`src/rtl/id_micro_coder_pkg.sv`:
```
// Shared MIPS decode constants for the ID micro-coder
// and the EX micro decoder.
package id_micro_coder_pkg;

  localparam logic [5:0] OP_SPECIAL = 6'h00;
  localparam logic [5:0] OP_REGIMM  = 6'h01;
  localparam logic [5:0] OP_J       = 6'h02;
  localparam logic [5:0] OP_JAL     = 6'h03;
  localparam logic [5:0] OP_BEQ     = 6'h04;
  localparam logic [5:0] OP_BNE     = 6'h05;
  localparam logic [5:0] OP_BLEZ    = 6'h06;
  localparam logic [5:0] OP_BGTZ    = 6'h07;
  localparam logic [5:0] OP_ADDI    = 6'h08;
  localparam logic [5:0] OP_ADDIU   = 6'h09;
  localparam logic [5:0] OP_SLTI    = 6'h0A;
  localparam logic [5:0] OP_SLTIU   = 6'h0B;
  localparam logic [5:0] OP_ANDI    = 6'h0C;
  localparam logic [5:0] OP_ORI     = 6'h0D;
  localparam logic [5:0] OP_XORI    = 6'h0E;
  localparam logic [5:0] OP_LUI     = 6'h0F;
  localparam logic [5:0] OP_LB      = 6'h20;
  localparam logic [5:0] OP_LH      = 6'h21;
  localparam logic [5:0] OP_LW      = 6'h23;
  localparam logic [5:0] OP_LBU     = 6'h24;
  localparam logic [5:0] OP_LHU     = 6'h25;
  localparam logic [5:0] OP_SB      = 6'h28;
  localparam logic [5:0] OP_SH      = 6'h29;
  localparam logic [5:0] OP_SW      = 6'h2B;

  localparam logic [5:0] FN_SLL  = 6'h00;
  localparam logic [5:0] FN_SRL  = 6'h02;
  localparam logic [5:0] FN_SRA  = 6'h03;
  localparam logic [5:0] FN_SLLV = 6'h04;
  localparam logic [5:0] FN_SRLV = 6'h06;
  localparam logic [5:0] FN_SRAV = 6'h07;
  localparam logic [5:0] FN_JR   = 6'h08;
  localparam logic [5:0] FN_JALR = 6'h09;
  localparam logic [5:0] FN_ADD  = 6'h20;
  localparam logic [5:0] FN_ADDU = 6'h21;
  localparam logic [5:0] FN_SUB  = 6'h22;
  localparam logic [5:0] FN_SUBU = 6'h23;
  localparam logic [5:0] FN_AND  = 6'h24;
  localparam logic [5:0] FN_OR   = 6'h25;
  localparam logic [5:0] FN_XOR  = 6'h26;
  localparam logic [5:0] FN_NOR  = 6'h27;
  localparam logic [5:0] FN_SLT  = 6'h2A;
  localparam logic [5:0] FN_SLTU = 6'h2B;

  localparam logic [4:0] RT_BLTZ = 5'h00;
  localparam logic [4:0] RT_BGEZ = 5'h01;

  localparam logic [5:0] INS_NOP   = 6'd0;
  localparam logic [5:0] INS_ADD   = 6'd1;
  localparam logic [5:0] INS_ADDU  = 6'd2;
  localparam logic [5:0] INS_SUB   = 6'd3;
  localparam logic [5:0] INS_SUBU  = 6'd4;
  localparam logic [5:0] INS_AND   = 6'd5;
  localparam logic [5:0] INS_OR    = 6'd6;
  localparam logic [5:0] INS_XOR   = 6'd7;
  localparam logic [5:0] INS_NOR   = 6'd8;
  localparam logic [5:0] INS_SLT   = 6'd9;
  localparam logic [5:0] INS_SLTU  = 6'd10;
  localparam logic [5:0] INS_SLL   = 6'd11;
  localparam logic [5:0] INS_SRL   = 6'd12;
  localparam logic [5:0] INS_SRA   = 6'd13;
  localparam logic [5:0] INS_SLLV  = 6'd14;
  localparam logic [5:0] INS_SRLV  = 6'd15;
  localparam logic [5:0] INS_SRAV  = 6'd16;
  localparam logic [5:0] INS_J     = 6'd17;
  localparam logic [5:0] INS_JAL   = 6'd18;
  localparam logic [5:0] INS_JR    = 6'd19;
  localparam logic [5:0] INS_JALR  = 6'd20;
  localparam logic [5:0] INS_BEQ   = 6'd21;
  localparam logic [5:0] INS_BNE   = 6'd22;
  localparam logic [5:0] INS_BLEZ  = 6'd23;
  localparam logic [5:0] INS_BGTZ  = 6'd24;
  localparam logic [5:0] INS_BLTZ  = 6'd25;
  localparam logic [5:0] INS_BGEZ  = 6'd26;
  localparam logic [5:0] INS_LW    = 6'd27;
  localparam logic [5:0] INS_LB    = 6'd28;
  localparam logic [5:0] INS_LBU   = 6'd29;
  localparam logic [5:0] INS_LH    = 6'd30;
  localparam logic [5:0] INS_LHU   = 6'd31;
  localparam logic [5:0] INS_SW    = 6'd32;
  localparam logic [5:0] INS_SB    = 6'd33;
  localparam logic [5:0] INS_SH    = 6'd34;
  localparam logic [5:0] INS_ADDI  = 6'd35;
  localparam logic [5:0] INS_ADDIU = 6'd36;
  localparam logic [5:0] INS_SLTI  = 6'd37;
  localparam logic [5:0] INS_SLTIU = 6'd38;
  localparam logic [5:0] INS_ANDI  = 6'd39;
  localparam logic [5:0] INS_ORI   = 6'd40;
  localparam logic [5:0] INS_XORI  = 6'd41;
  localparam logic [5:0] INS_LUI   = 6'd42;

  localparam logic [5:0] INS_RCAL_MIN   = INS_ADD;
  localparam logic [5:0] INS_RCAL_MAX   = INS_SLTU;
  localparam logic [5:0] INS_SHIFT_MIN  = INS_SLL;
  localparam logic [5:0] INS_SHIFT_MAX  = INS_SRAV;
  localparam logic [5:0] INS_JUMP_MIN   = INS_J;
  localparam logic [5:0] INS_JUMP_MAX   = INS_JALR;
  localparam logic [5:0] INS_BRANCH_MIN = INS_BEQ;
  localparam logic [5:0] INS_BRANCH_MAX = INS_BGEZ;
  localparam logic [5:0] INS_LOAD_MIN   = INS_LW;
  localparam logic [5:0] INS_LOAD_MAX   = INS_LHU;
  localparam logic [5:0] INS_STORE_MIN  = INS_SW;
  localparam logic [5:0] INS_STORE_MAX  = INS_SH;
  localparam logic [5:0] INS_ICAL_MIN   = INS_ADDI;
  localparam logic [5:0] INS_ICAL_MAX   = INS_LUI;

  typedef enum logic [3:0] {
    ALU_ADD, ALU_SUB, ALU_AND, ALU_OR,
    ALU_XOR, ALU_NOR, ALU_SLT, ALU_SLTU,
    ALU_SLL, ALU_SRL, ALU_SRA, ALU_LUI
  } alu_op_e;

  typedef enum logic [2:0] {
    DST_NONE, DST_RD, DST_RT,
    DST_LINK, DST_RD_LINK
  } dst_sel_e;

  typedef struct packed {
    logic [5:0]  ins_type;
    logic [4:0]  rs;
    logic [4:0]  rt;
    logic [4:0]  dst;
    logic        reg_write;
    logic [4:0]  shamt;
    logic [15:0] imm;
    logic [25:0] jidx;
    logic        illegal;
  } uop_t;

endpackage

```
`src/rtl/id_micro_encode.sv`:
```
// Combinational MIPS instruction to micro-op type encoder:
// type, write-back register and illegal flag.
module id_micro_encode
  import id_micro_coder_pkg::*;
#(
  parameter int LINK_REG = 31
) (
  input  logic [5:0] op,
  input  logic [4:0] rt,
  input  logic [4:0] rd,
  input  logic [5:0] fn,
  output logic [5:0] ins_type,
  output logic [4:0] dst,
  output logic       reg_write,
  output logic       illegal
);

  localparam logic [4:0] LINK = 5'(LINK_REG);

  logic [5:0] ins_sel;
  dst_sel_e   dsel;
  logic       bad;
  logic [4:0] dst_raw;

  // Opcode/funct table lookup
  always_comb begin
    ins_sel = INS_NOP;
    dsel    = DST_NONE;
    bad     = 1'b0;
    unique case (op)
      OP_SPECIAL: begin
        dsel = DST_RD;
        unique case (fn)
          FN_ADD:  ins_sel = INS_ADD;
          FN_ADDU: ins_sel = INS_ADDU;
          FN_SUB:  ins_sel = INS_SUB;
          FN_SUBU: ins_sel = INS_SUBU;
          FN_AND:  ins_sel = INS_AND;
          FN_OR:   ins_sel = INS_OR;
          FN_XOR:  ins_sel = INS_XOR;
          FN_NOR:  ins_sel = INS_NOR;
          FN_SLT:  ins_sel = INS_SLT;
          FN_SLTU: ins_sel = INS_SLTU;
          FN_SLL:  ins_sel = INS_SLL;
          FN_SRL:  ins_sel = INS_SRL;
          FN_SRA:  ins_sel = INS_SRA;
          FN_SLLV: ins_sel = INS_SLLV;
          FN_SRLV: ins_sel = INS_SRLV;
          FN_SRAV: ins_sel = INS_SRAV;
          FN_JR: begin
            ins_sel = INS_JR;
            dsel    = DST_NONE;
          end
          FN_JALR: begin
            ins_sel = INS_JALR;
            dsel    = DST_RD_LINK;
          end
          default: bad = 1'b1;
        endcase
      end
      OP_REGIMM: begin
        unique case (rt)
          RT_BLTZ: ins_sel = INS_BLTZ;
          RT_BGEZ: ins_sel = INS_BGEZ;
          default: bad = 1'b1;
        endcase
      end
      OP_J:    ins_sel = INS_J;
      OP_JAL: begin
        ins_sel = INS_JAL;
        dsel    = DST_LINK;
      end
      OP_BEQ:  ins_sel = INS_BEQ;
      OP_BNE:  ins_sel = INS_BNE;
      OP_BLEZ: ins_sel = INS_BLEZ;
      OP_BGTZ: ins_sel = INS_BGTZ;
      OP_LW:   begin ins_sel = INS_LW;  dsel = DST_RT; end
      OP_LB:   begin ins_sel = INS_LB;  dsel = DST_RT; end
      OP_LBU:  begin ins_sel = INS_LBU; dsel = DST_RT; end
      OP_LH:   begin ins_sel = INS_LH;  dsel = DST_RT; end
      OP_LHU:  begin ins_sel = INS_LHU; dsel = DST_RT; end
      OP_SW:   ins_sel = INS_SW;
      OP_SB:   ins_sel = INS_SB;
      OP_SH:   ins_sel = INS_SH;
      OP_ADDI:  begin ins_sel = INS_ADDI;  dsel = DST_RT; end
      OP_ADDIU: begin ins_sel = INS_ADDIU; dsel = DST_RT; end
      OP_SLTI:  begin ins_sel = INS_SLTI;  dsel = DST_RT; end
      OP_SLTIU: begin ins_sel = INS_SLTIU; dsel = DST_RT; end
      OP_ANDI:  begin ins_sel = INS_ANDI;  dsel = DST_RT; end
      OP_ORI:   begin ins_sel = INS_ORI;   dsel = DST_RT; end
      OP_XORI:  begin ins_sel = INS_XORI;  dsel = DST_RT; end
      OP_LUI:   begin ins_sel = INS_LUI;   dsel = DST_RT; end
      default: bad = 1'b1;
    endcase
  end

  // Write-back register select; illegal ops write nothing
  always_comb begin
    dst_raw = '0;
    unique case (dsel)
      DST_RD:      dst_raw = rd;
      DST_RT:      dst_raw = rt;
      DST_LINK:    dst_raw = LINK;
      DST_RD_LINK: dst_raw = (rd == '0) ? LINK : rd;
      default:     dst_raw = '0;
    endcase
    ins_type  = bad ? INS_NOP : ins_sel;
    dst       = bad ? 5'd0 : dst_raw;
    illegal   = bad;
    reg_write = (dst != 5'd0);
  end

endmodule

```
`src/rtl/id_micro_coder.sv`:
```
// ID-stage micro-coder: registered output stage with a
// one-entry skid buffer so in_ready comes from a flop.
module id_micro_coder
  import id_micro_coder_pkg::*;
#(
  parameter int PC_W     = 32,
  parameter int LINK_REG = 31
) (
  input  logic            clk,
  input  logic            rst_n,
  input  logic            flush,
  input  logic            in_valid,
  output logic            in_ready,
  input  logic [31:0]     in_instr,
  input  logic [PC_W-1:0] in_pc,
  output logic            out_valid,
  input  logic            out_ready,
  output logic [5:0]      out_ins_type,
  output logic [4:0]      out_rs,
  output logic [4:0]      out_rt,
  output logic [4:0]      out_dst,
  output logic            out_reg_write,
  output logic [4:0]      out_shamt,
  output logic [15:0]     out_imm,
  output logic [25:0]     out_jidx,
  output logic [PC_W-1:0] out_pc,
  output logic            out_illegal
);

  uop_t            enc;
  logic [5:0]      enc_type;
  logic [4:0]      enc_dst;
  logic            enc_rw;
  logic            enc_ill;

  uop_t            main_q, main_d;
  uop_t            skid_q, skid_d;
  logic [PC_W-1:0] main_pc_q, main_pc_d;
  logic [PC_W-1:0] skid_pc_q, skid_pc_d;
  logic            out_valid_q, out_valid_d;
  logic            skid_valid_q, skid_valid_d;
  logic            acc, drain;

  id_micro_encode #(
    .LINK_REG (LINK_REG)
  ) u_enc (
    .op        (in_instr[31:26]),
    .rt        (in_instr[20:16]),
    .rd        (in_instr[15:11]),
    .fn        (in_instr[5:0]),
    .ins_type  (enc_type),
    .dst       (enc_dst),
    .reg_write (enc_rw),
    .illegal   (enc_ill)
  );

  // Assemble the micro-op from the encoder and raw fields
  always_comb begin
    enc           = '0;
    enc.ins_type  = enc_type;
    enc.rs        = in_instr[25:21];
    enc.rt        = in_instr[20:16];
    enc.dst       = enc_dst;
    enc.reg_write = enc_rw;
    enc.shamt     = in_instr[10:6];
    enc.imm       = in_instr[15:0];
    enc.jidx      = in_instr[25:0];
    enc.illegal   = enc_ill;
  end

  assign in_ready = !skid_valid_q;
  assign acc      = in_valid && !skid_valid_q;
  assign drain    = !out_valid_q || out_ready;

  // Handshake control: flush, skid drain, load main or skid
  always_comb begin
    main_d       = main_q;
    main_pc_d    = main_pc_q;
    skid_d       = skid_q;
    skid_pc_d    = skid_pc_q;
    out_valid_d  = out_valid_q;
    skid_valid_d = skid_valid_q;
    if (flush) begin
      out_valid_d  = 1'b0;
      skid_valid_d = 1'b0;
    end else if (skid_valid_q) begin
      if (drain) begin
        main_d       = skid_q;
        main_pc_d    = skid_pc_q;
        out_valid_d  = 1'b1;
        skid_valid_d = 1'b0;
      end
    end else if (acc && drain) begin
      main_d      = enc;
      main_pc_d   = in_pc;
      out_valid_d = 1'b1;
    end else if (acc) begin
      skid_d       = enc;
      skid_pc_d    = in_pc;
      skid_valid_d = 1'b1;
    end else if (out_ready) begin
      out_valid_d = 1'b0;
    end
  end

  // Main and skid registers
  always_ff @(posedge clk or negedge rst_n) begin
    if (!rst_n) begin
      main_q       <= '0;
      main_pc_q    <= '0;
      skid_q       <= '0;
      skid_pc_q    <= '0;
      out_valid_q  <= 1'b0;
      skid_valid_q <= 1'b0;
    end else begin
      main_q       <= main_d;
      main_pc_q    <= main_pc_d;
      skid_q       <= skid_d;
      skid_pc_q    <= skid_pc_d;
      out_valid_q  <= out_valid_d;
      skid_valid_q <= skid_valid_d;
    end
  end

  assign out_valid     = out_valid_q;
  assign out_ins_type  = main_q.ins_type;
  assign out_rs        = main_q.rs;
  assign out_rt        = main_q.rt;
  assign out_dst       = main_q.dst;
  assign out_reg_write = main_q.reg_write;
  assign out_shamt     = main_q.shamt;
  assign out_imm       = main_q.imm;
  assign out_jidx      = main_q.jidx;
  assign out_pc        = main_pc_q;
  assign out_illegal   = main_q.illegal;

endmodule

```
`config.mk`:
```
export PLATFORM = sky130hd
export DESIGN_NAME = id_micro_coder
export DESIGN_NICKNAME = d
export VERILOG_FILES = /design/src/rtl/id_micro_coder_pkg.sv /design/src/rtl/id_micro_encode.sv /design/src/rtl/id_micro_coder.sv
export SDC_FILE = /design/constraint.sdc
export NUM_CORES = 1
export LEC_CHECK = 0
export ABC_AREA = 1
export CAP_MARGIN = 20
export CORE_ASPECT_RATIO = 0.6
export CORE_MARGIN = 1
export CORE_UTILIZATION = 35
export DETAILED_ROUTE_END_ITERATION = 16
export GPL_TIMING_DRIVEN = 0
export PLACE_DENSITY = 0.68
export SLEW_MARGIN = 20
export SYNTH_ARGS = -nofsm -noshare
export SYNTH_HDL_FRONTEND = slang
export SYNTH_SLANG_ARGS = --single-unit
```
`constraint.sdc`:
```
create_clock -name clk -period 2.1 [get_ports clk]
set_clock_uncertainty 0.1 [all_clocks]
set_input_delay 0.63 -clock clk [delete_from_list [all_inputs] [get_ports clk]]
set_output_delay 0.63 -clock clk [all_outputs]
set_load 0.05 [all_outputs]
```
# == Word-level counts from Yosys, hierarchy flattened ==
# Index checks and enable logic that the tools add are counted.
# totals
ff_bits,206
# op_classes
bitwise,3
n_reduce_logical,19
eq_ne,48
mux,29
# op_table
op,count
$mux 70,3
$pmux 6 s24,1
$eq 6x6->1 const B,18
$mux 32,3
$pmux 5 s18,1
$eq 6x4->1 const B,10
$eq 6x3->1 const B,7
$eq 6x2->1 const B,4
$reduce_or 22->1,1
$pmux 5 s4,1
$reduce_or 18->1,1
$mux 1,13
$reduce_or 13->1,1
$logic_not 6->1,2
$logic_not 5->1,2
$mux 5,2
$pmux 5 s2,1
$pmux 3 s3,1
$eq 3x2->1 const B,2
$eq 6x1->1 const B,1
$mux 6,1
$pmux 3 s2,1
$reduce_and 3->1,2
$eq 5x1->1 const B,1
other kinds (15),19

# == Logic depth before layout (Yosys ltp) ==
# depth
word_depth,9
depth_mapped,15

# == By module ==
# From an unflattened synthesis, not the netlist that was laid out.
# unflattened
hier_cells,1081
area_unflattened_um2,7709.9
# by_module_without_submodules
module,cells_each,instances,area_per_inst_um2,seq_area_each_um2
id_micro_coder,890,1,6786.5,3603.5
id_micro_encode,191,1,923.4,0.0

# == Worst setup path after synthesis ==
# Ideal clock, no wire load.
# synth_path
path_type,in2reg
start,input port in_instr[5]
end,"register main_q, in the netlist out_reg_write"
setup_slack_ps,-43
n_path_buf,0
arrival_ps,1925
cell_stages,10
t_required_ps,1882
path_cell_list,nor2_1 nand3_1 nand2_4 nand2_1 o21ai_0 nand3_1 o21ai_0 nand3_1 nand2_1 nand2_1
# synth_via
elab_chain_len,9
word_cells_on_any_way,32
cone_classes,eq/ne (21); mux (8); reduce/logical (3)
# synth_rtl
element,line,rtl
start: declaration,id_micro_coder.sv:14,"input logic [31:0] in_instr,"
$eq 6x4->1,id_micro_encode.sv:33,unique case (fn)
$pmux 3 s2,id_micro_encode.sv:33,
$pmux 3 s3,id_micro_encode.sv:30,unique case (op)
$eq 3x3->1 (tied with other cells),id_micro_encode.sv:100,unique case (dsel)
$pmux 5 s4,id_micro_encode.sv:100,
$mux 5 *,id_micro_encode.sv:108,dst = bad ? 5'd0 : dst_raw;
$reduce_bool 5->1 *,id_micro_encode.sv:110,reg_write = (dst != 5'd0);
$mux 70 *,id_micro_coder.sv:93,end else if (acc && drain) begin
$mux 70 *,id_micro_coder.sv:86,end else if (skid_valid_q) begin
end signal: assignment,id_micro_coder.sv:116,main_q <= main_d;
end: declaration,id_micro_coder.sv:36,"uop_t main_q, main_d;"
# Every way passes the cells marked *; elsewhere a longest branch is shown, timed or not. The select of a mux whose other input is x is not followed.
# A chain may end at the register's enable or synchronous reset.

# == Worst setup path after layout ==
# layout_path
start,register main_pc_q[20] (netlist: out_pc[20])
end,output port out_pc[20]
# layout_rtl
element,line,rtl
start: declaration,id_micro_coder.sv:38,"logic [PC_W-1:0] main_pc_q, main_pc_d;"
start signal: assignment,id_micro_coder.sv:117,main_pc_q <= main_pc_d;
end: declaration,id_micro_coder.sv:26,"output logic [PC_W-1:0] out_pc,"
# No word-level cell between the ends.

==> PnR_summary.wiki <==
{| class="wikitable"
! Metric !! Value
|-
| Number of different library cells in the post-synthesis netlist || 32
|-
| Worst slew slack as a fraction of its limit || a little over half
|-
| Largest area contributor in the netlist || sky130_fd_sc_hd__dfrtp_1
|-
| Primary flip-flop cell chosen by synthesis mapping || sky130_fd_sc_hd__dfrtp_1
|-
| Number of buffer and inverter instances along the worst setup path || 1
|-
| Share of flip-flops with an asynchronous set or reset || 100%
|-
| Cell types occupying the most area after synthesis || sky130_fd_sc_hd__dfrtp_1, sky130_fd_sc_hd__o21ai_0, sky130_fd_sc_hd__nand2_1
|-
| Switching power of the nets || 3.54 mW
|-
| Synthesis-to-finish area growth || 41.8%
|-
| Post-detailed-route count of antenna-violating nets || 0
|-
| Filler cell count in the final layout || 1,926
|-
| Worst Reg2Reg Path Length in Cells || 8
|-
| Worst-skew pair later-pin latency || 0.42 ns
|-
| Part of the power in registers || around 38%
|-
| Via Count || about 6,800
|-
| Most frequent cells in the layout || sky130_fd_sc_hd__nand2_1, sky130_fd_sc_hd__o21ai_0, sky130_fd_sc_hd__dfrtp_1
|-
| Setup slack on the worst flop-to-flop path || 0.15 ns
|-
| Cell count after placement || 1,347
|-
| Unrepaired setup endpoints after global routing || yes
|-
| Number of sinks on the clock net || 144
|-
| Post-route DRC violation count || 0
|-
| Cells traversed along the worst timing path || dlygate4sd2_1
|-
| Mapped Cells || 908
|-
| Achievable Freq || 0.482 GHz
|-
| Worst Tran Pin Value || between 0.6 and 0.7 ns
|-
| Leakage power of the design || 5.19 nW
|-
| Most common cell after layout, fill and taps aside || sky130_fd_sc_hd__nand2_1
|-
| Layout cell share with drive strength beyond 1 || 19.1%
|-
| Maximum VDD drop || 545 µV
|-
| Cell-internal power || 6.08 mW
|-
| First-iteration detailed-routing DRC count || ~530
|-
| WS Path Type || reg -> out
|-
| Detail-routed via count per cell || 4.84
|-
| Routed wl met2 || 8840 µm
|-
| Number of H-tree branching levels || 4
|-
| Share of power burned in combinational logic || 29.7%
|-
| Largest delay contributor family on the critical path || buffers and inverters
|-
| Count of endpoints failing setup in the final report || 0
|-
| Clock group share of total power || between 30% and 40%
|-
| Worst hold path type || in -> async
|-
| Area share of the largest cell type after synthesis || between 50 and 60%
|-
| Library cell used as clock root buffer || sky130_fd_sc_hd__clkbuf_16
|-
| Die Area || 20,800 µm²
|-
| Clock tree buffer depth || 2
|-
| Routed length on met1 || 11,000 µm
|-
| Via count of the first global-routing pass || 6,533
|-
| Clock period minus final worst setup slack || 2.07 ns
|-
| Count of flip-flops with a built-in enable after synthesis || 0
|-
| Top Layer Used || met4
|-
| Std cell rows || 39
|-
| Reg-to-Reg Start || skid_valid_q$_DFF_PN0_
|-
| DIE HEIGHT || between 100 and 150 µm
|-
| Largest net degree at the start of global routing || 76
|-
| Total Nets Final || 1,190
|-
| Arrival time at the worst endpoint || 1.34 ns
|-
| Placed wire-length estimate after detailed placement || 16,100 µm
|-
| Global routing usage summed across all routing layers || 22.0%
|-
| Initial antenna violation count || 1
|-
| Wire length on met3 || 2000 µm
|-
| Power Density || 958 nW/µm²
|-
| CTS tree || done
|-
| Starting Density || 36.4%
|-
| Routed wire length || 22,000 µm
|-
| Max_cap viols || 0
|-
| Cell at the slowest stage of the critical path || sky130_fd_sc_hd__dlygate4sd2_1
|-
| Average wire length per cell after detail routing || 15.7 µm
|-
| Final standard cell count with taps included and fillers excluded || about 1,400
|-
| Share of the cycle needed by the critical path after routing || 98.8%
|-
| Design Area, Final || 10,000 µm²
|-
| Proportion of synthesized chip area in sequential cells || between 50 and 60%
|-
| Count of warnings emitted by yosys || 0
|-
| Syn Std Cell Area || between 7000 and 8000 µm²
|-
| Total CTS buffers || 17
|-
| Post-DP Area || 9170 µm²
|-
| Flops & latches, synth || 144
|-
| Critical path peak fanout || 2
|-
| Number of I/O pins || between 150 and 200
|-
| Horiz. Die Dim || 186 µm
|-
| Mapped Avg Cell Area || 7.79 µm²
|-
| Clock transition at path regs || 0.07 ns
|-
| Placeable core region || 19,400 µm²
|-
| Final hold viol count || 0
|-
| Type of destination of the critical path || output port
|-
| Port buffer count || 172
|-
| Congestion Overflow GR || 0
|-
| Hold-fix buffers at CTS || 0
|-
| Syn nets || 977
|-
| First-pass GRT wire length || 35,100 µm
|-
| Largest stage delay, worst path || ~0.54 ns
|-
| Worst setup SP type || flop
|-
| Final max-slew violation count || 0
|-
| Result of the run || completed
|-
| Final RePlAce weighted congestion || 0.963
|-
| Terminus of the critical flop-to-flop path || out_shamt[1]$_DFFE_PN0P_
|-
| Required arrival time at the worst endpoint || 1.37 ns
|-
| First drt pass iteration count || 5
|-
| Net Sw Frac || between 30% and 40%
|}
## power groups by stage
stage          Combinational [mW]  Clock [mW]  Sequential [mW]
2_1_floorplan                1.16           0             4.39
3_3_place_gp                 2.95           0             3.67
3_5_place_dp                 3.00           0             3.68
4_1_cts                      2.85        3.16             3.63
5_1_grt                      3.09        3.28             3.71
6_report                     2.86        3.12             3.64
## how the worst max path moves through the flow
stage / slack (ns) / depth (start not counted) / end / start
floorplan: -0.002 / 14 / out_reg_write$_DFFE_PN0P_ / in_instr[30]
detailed placement: -0.84 / 11 / out_dst[2]$_DFFE_PN0P_ / in_instr[3]
finish: 0.03 / 1 / out_pc[20] / out_pc[20]$_DFFE_PN0P_
CTS: -0.10 / 5 / in_ready / skid_valid_q$_DFF_PN0_
global placement: -5.61 / 1 / out_pc[29]$_DFFE_PN0P_ / rst_n
global route: -0.02 / 15 / skid_q[48]$_DFFE_PN0P_ / in_instr[3]
## per-stage QoR
step           setup WS, ns  setup TNS (ns)  hold WS, ns  power [mW]  utilization [%]
6_report             0.0252               0       0.0508        9.62             51.7
5_1_grt             -0.0212         -0.0599       0.0856        10.1             51.7
4_1_cts              -0.102          -0.102       0.0745        9.65             51.2
3_5_place_dp         -0.844         -101.12        0.367        6.68             47.2
3_3_place_gp          -5.61         -904.01        0.361        6.62             47.0
2_1_floorplan      -0.00212        -0.00212        0.234        5.55                -
## logic make-up after synthesis
group,Yosys count,synth area share (%)
compound gates,239,17.1
buf+inv,166,11.1
flops,144,50.9
simple gates,359,20.8
## per-layer routing
metal,vias to the layer above,track usage (%)
met5,-,0
met4,0,5.03
met3,18,7.01
met2,268,30.0
met1,3176,33.3
li1,3319,-
## cell usage after synthesis, types with 2 or more instances
cell type	instances
sky130_fd_sc_hd__inv_1	83
sky130_fd_sc_hd__o21ai_1	2
sky130_fd_sc_hd__nor2_2	4
sky130_fd_sc_hd__a31oi_1	2
sky130_fd_sc_hd__nand2_4	2
sky130_fd_sc_hd__inv_2	5
sky130_fd_sc_hd__o21ai_0	217
sky130_fd_sc_hd__nor4_1	2
sky130_fd_sc_hd__clkbuf_8	3
sky130_fd_sc_hd__buf_4	31
sky130_fd_sc_hd__buf_6	2
sky130_fd_sc_hd__dfrtp_1	144
sky130_fd_sc_hd__nor3_1	3
sky130_fd_sc_hd__buf_1	3
sky130_fd_sc_hd__clkbuf_1	37
sky130_fd_sc_hd__nand2_1	267
sky130_fd_sc_hd__nand4_1	5
sky130_fd_sc_hd__nand3_1	33
sky130_fd_sc_hd__a21oi_1	13
sky130_fd_sc_hd__nor2_1	38
## area by class of cell
cell class / count / area (µm²) / area share (%)
sequential: 144 / 3600 / 35.9
antenna: 1 / 2.50 / 0.0249
timing repair buffer: 196 / 1840 / 18.4
multi-input combinational: 598 / 2820 / 28.1
buffer: 75 / 488 / 4.86
clock inverter: 12 / 146 / 1.46
inverter: 89 / 342 / 3.40
tap: 266 / 333 / 3.32
clock buffer: 20 / 457 / 4.55
## what timing repair did
action / CTS / global route
setup endpoints to repair: 237 / 173
setup buffers: 11 / 12
gates resized for setup: 248 / 114
pin swaps: 7 / 13
## state kept, by name, summed over array words and instances (netlist names)
| name | count |
|---|---|
| skid_pc_q | 32 |
| out_imm | 11 |
| out_jidx | 3 |
| skid_valid_q | 1 |
| out_reg_write | 1 |
| out_pc | 32 |
| out_rs | 4 |
| out_dst | 5 |
| out_illegal | 1 |
| out_shamt | 4 |
| skid_q | 39 |
| out_rt | 4 |
| out_valid | 1 |
| out_ins_type | 6 |
(Power assumes the default switching activity.)
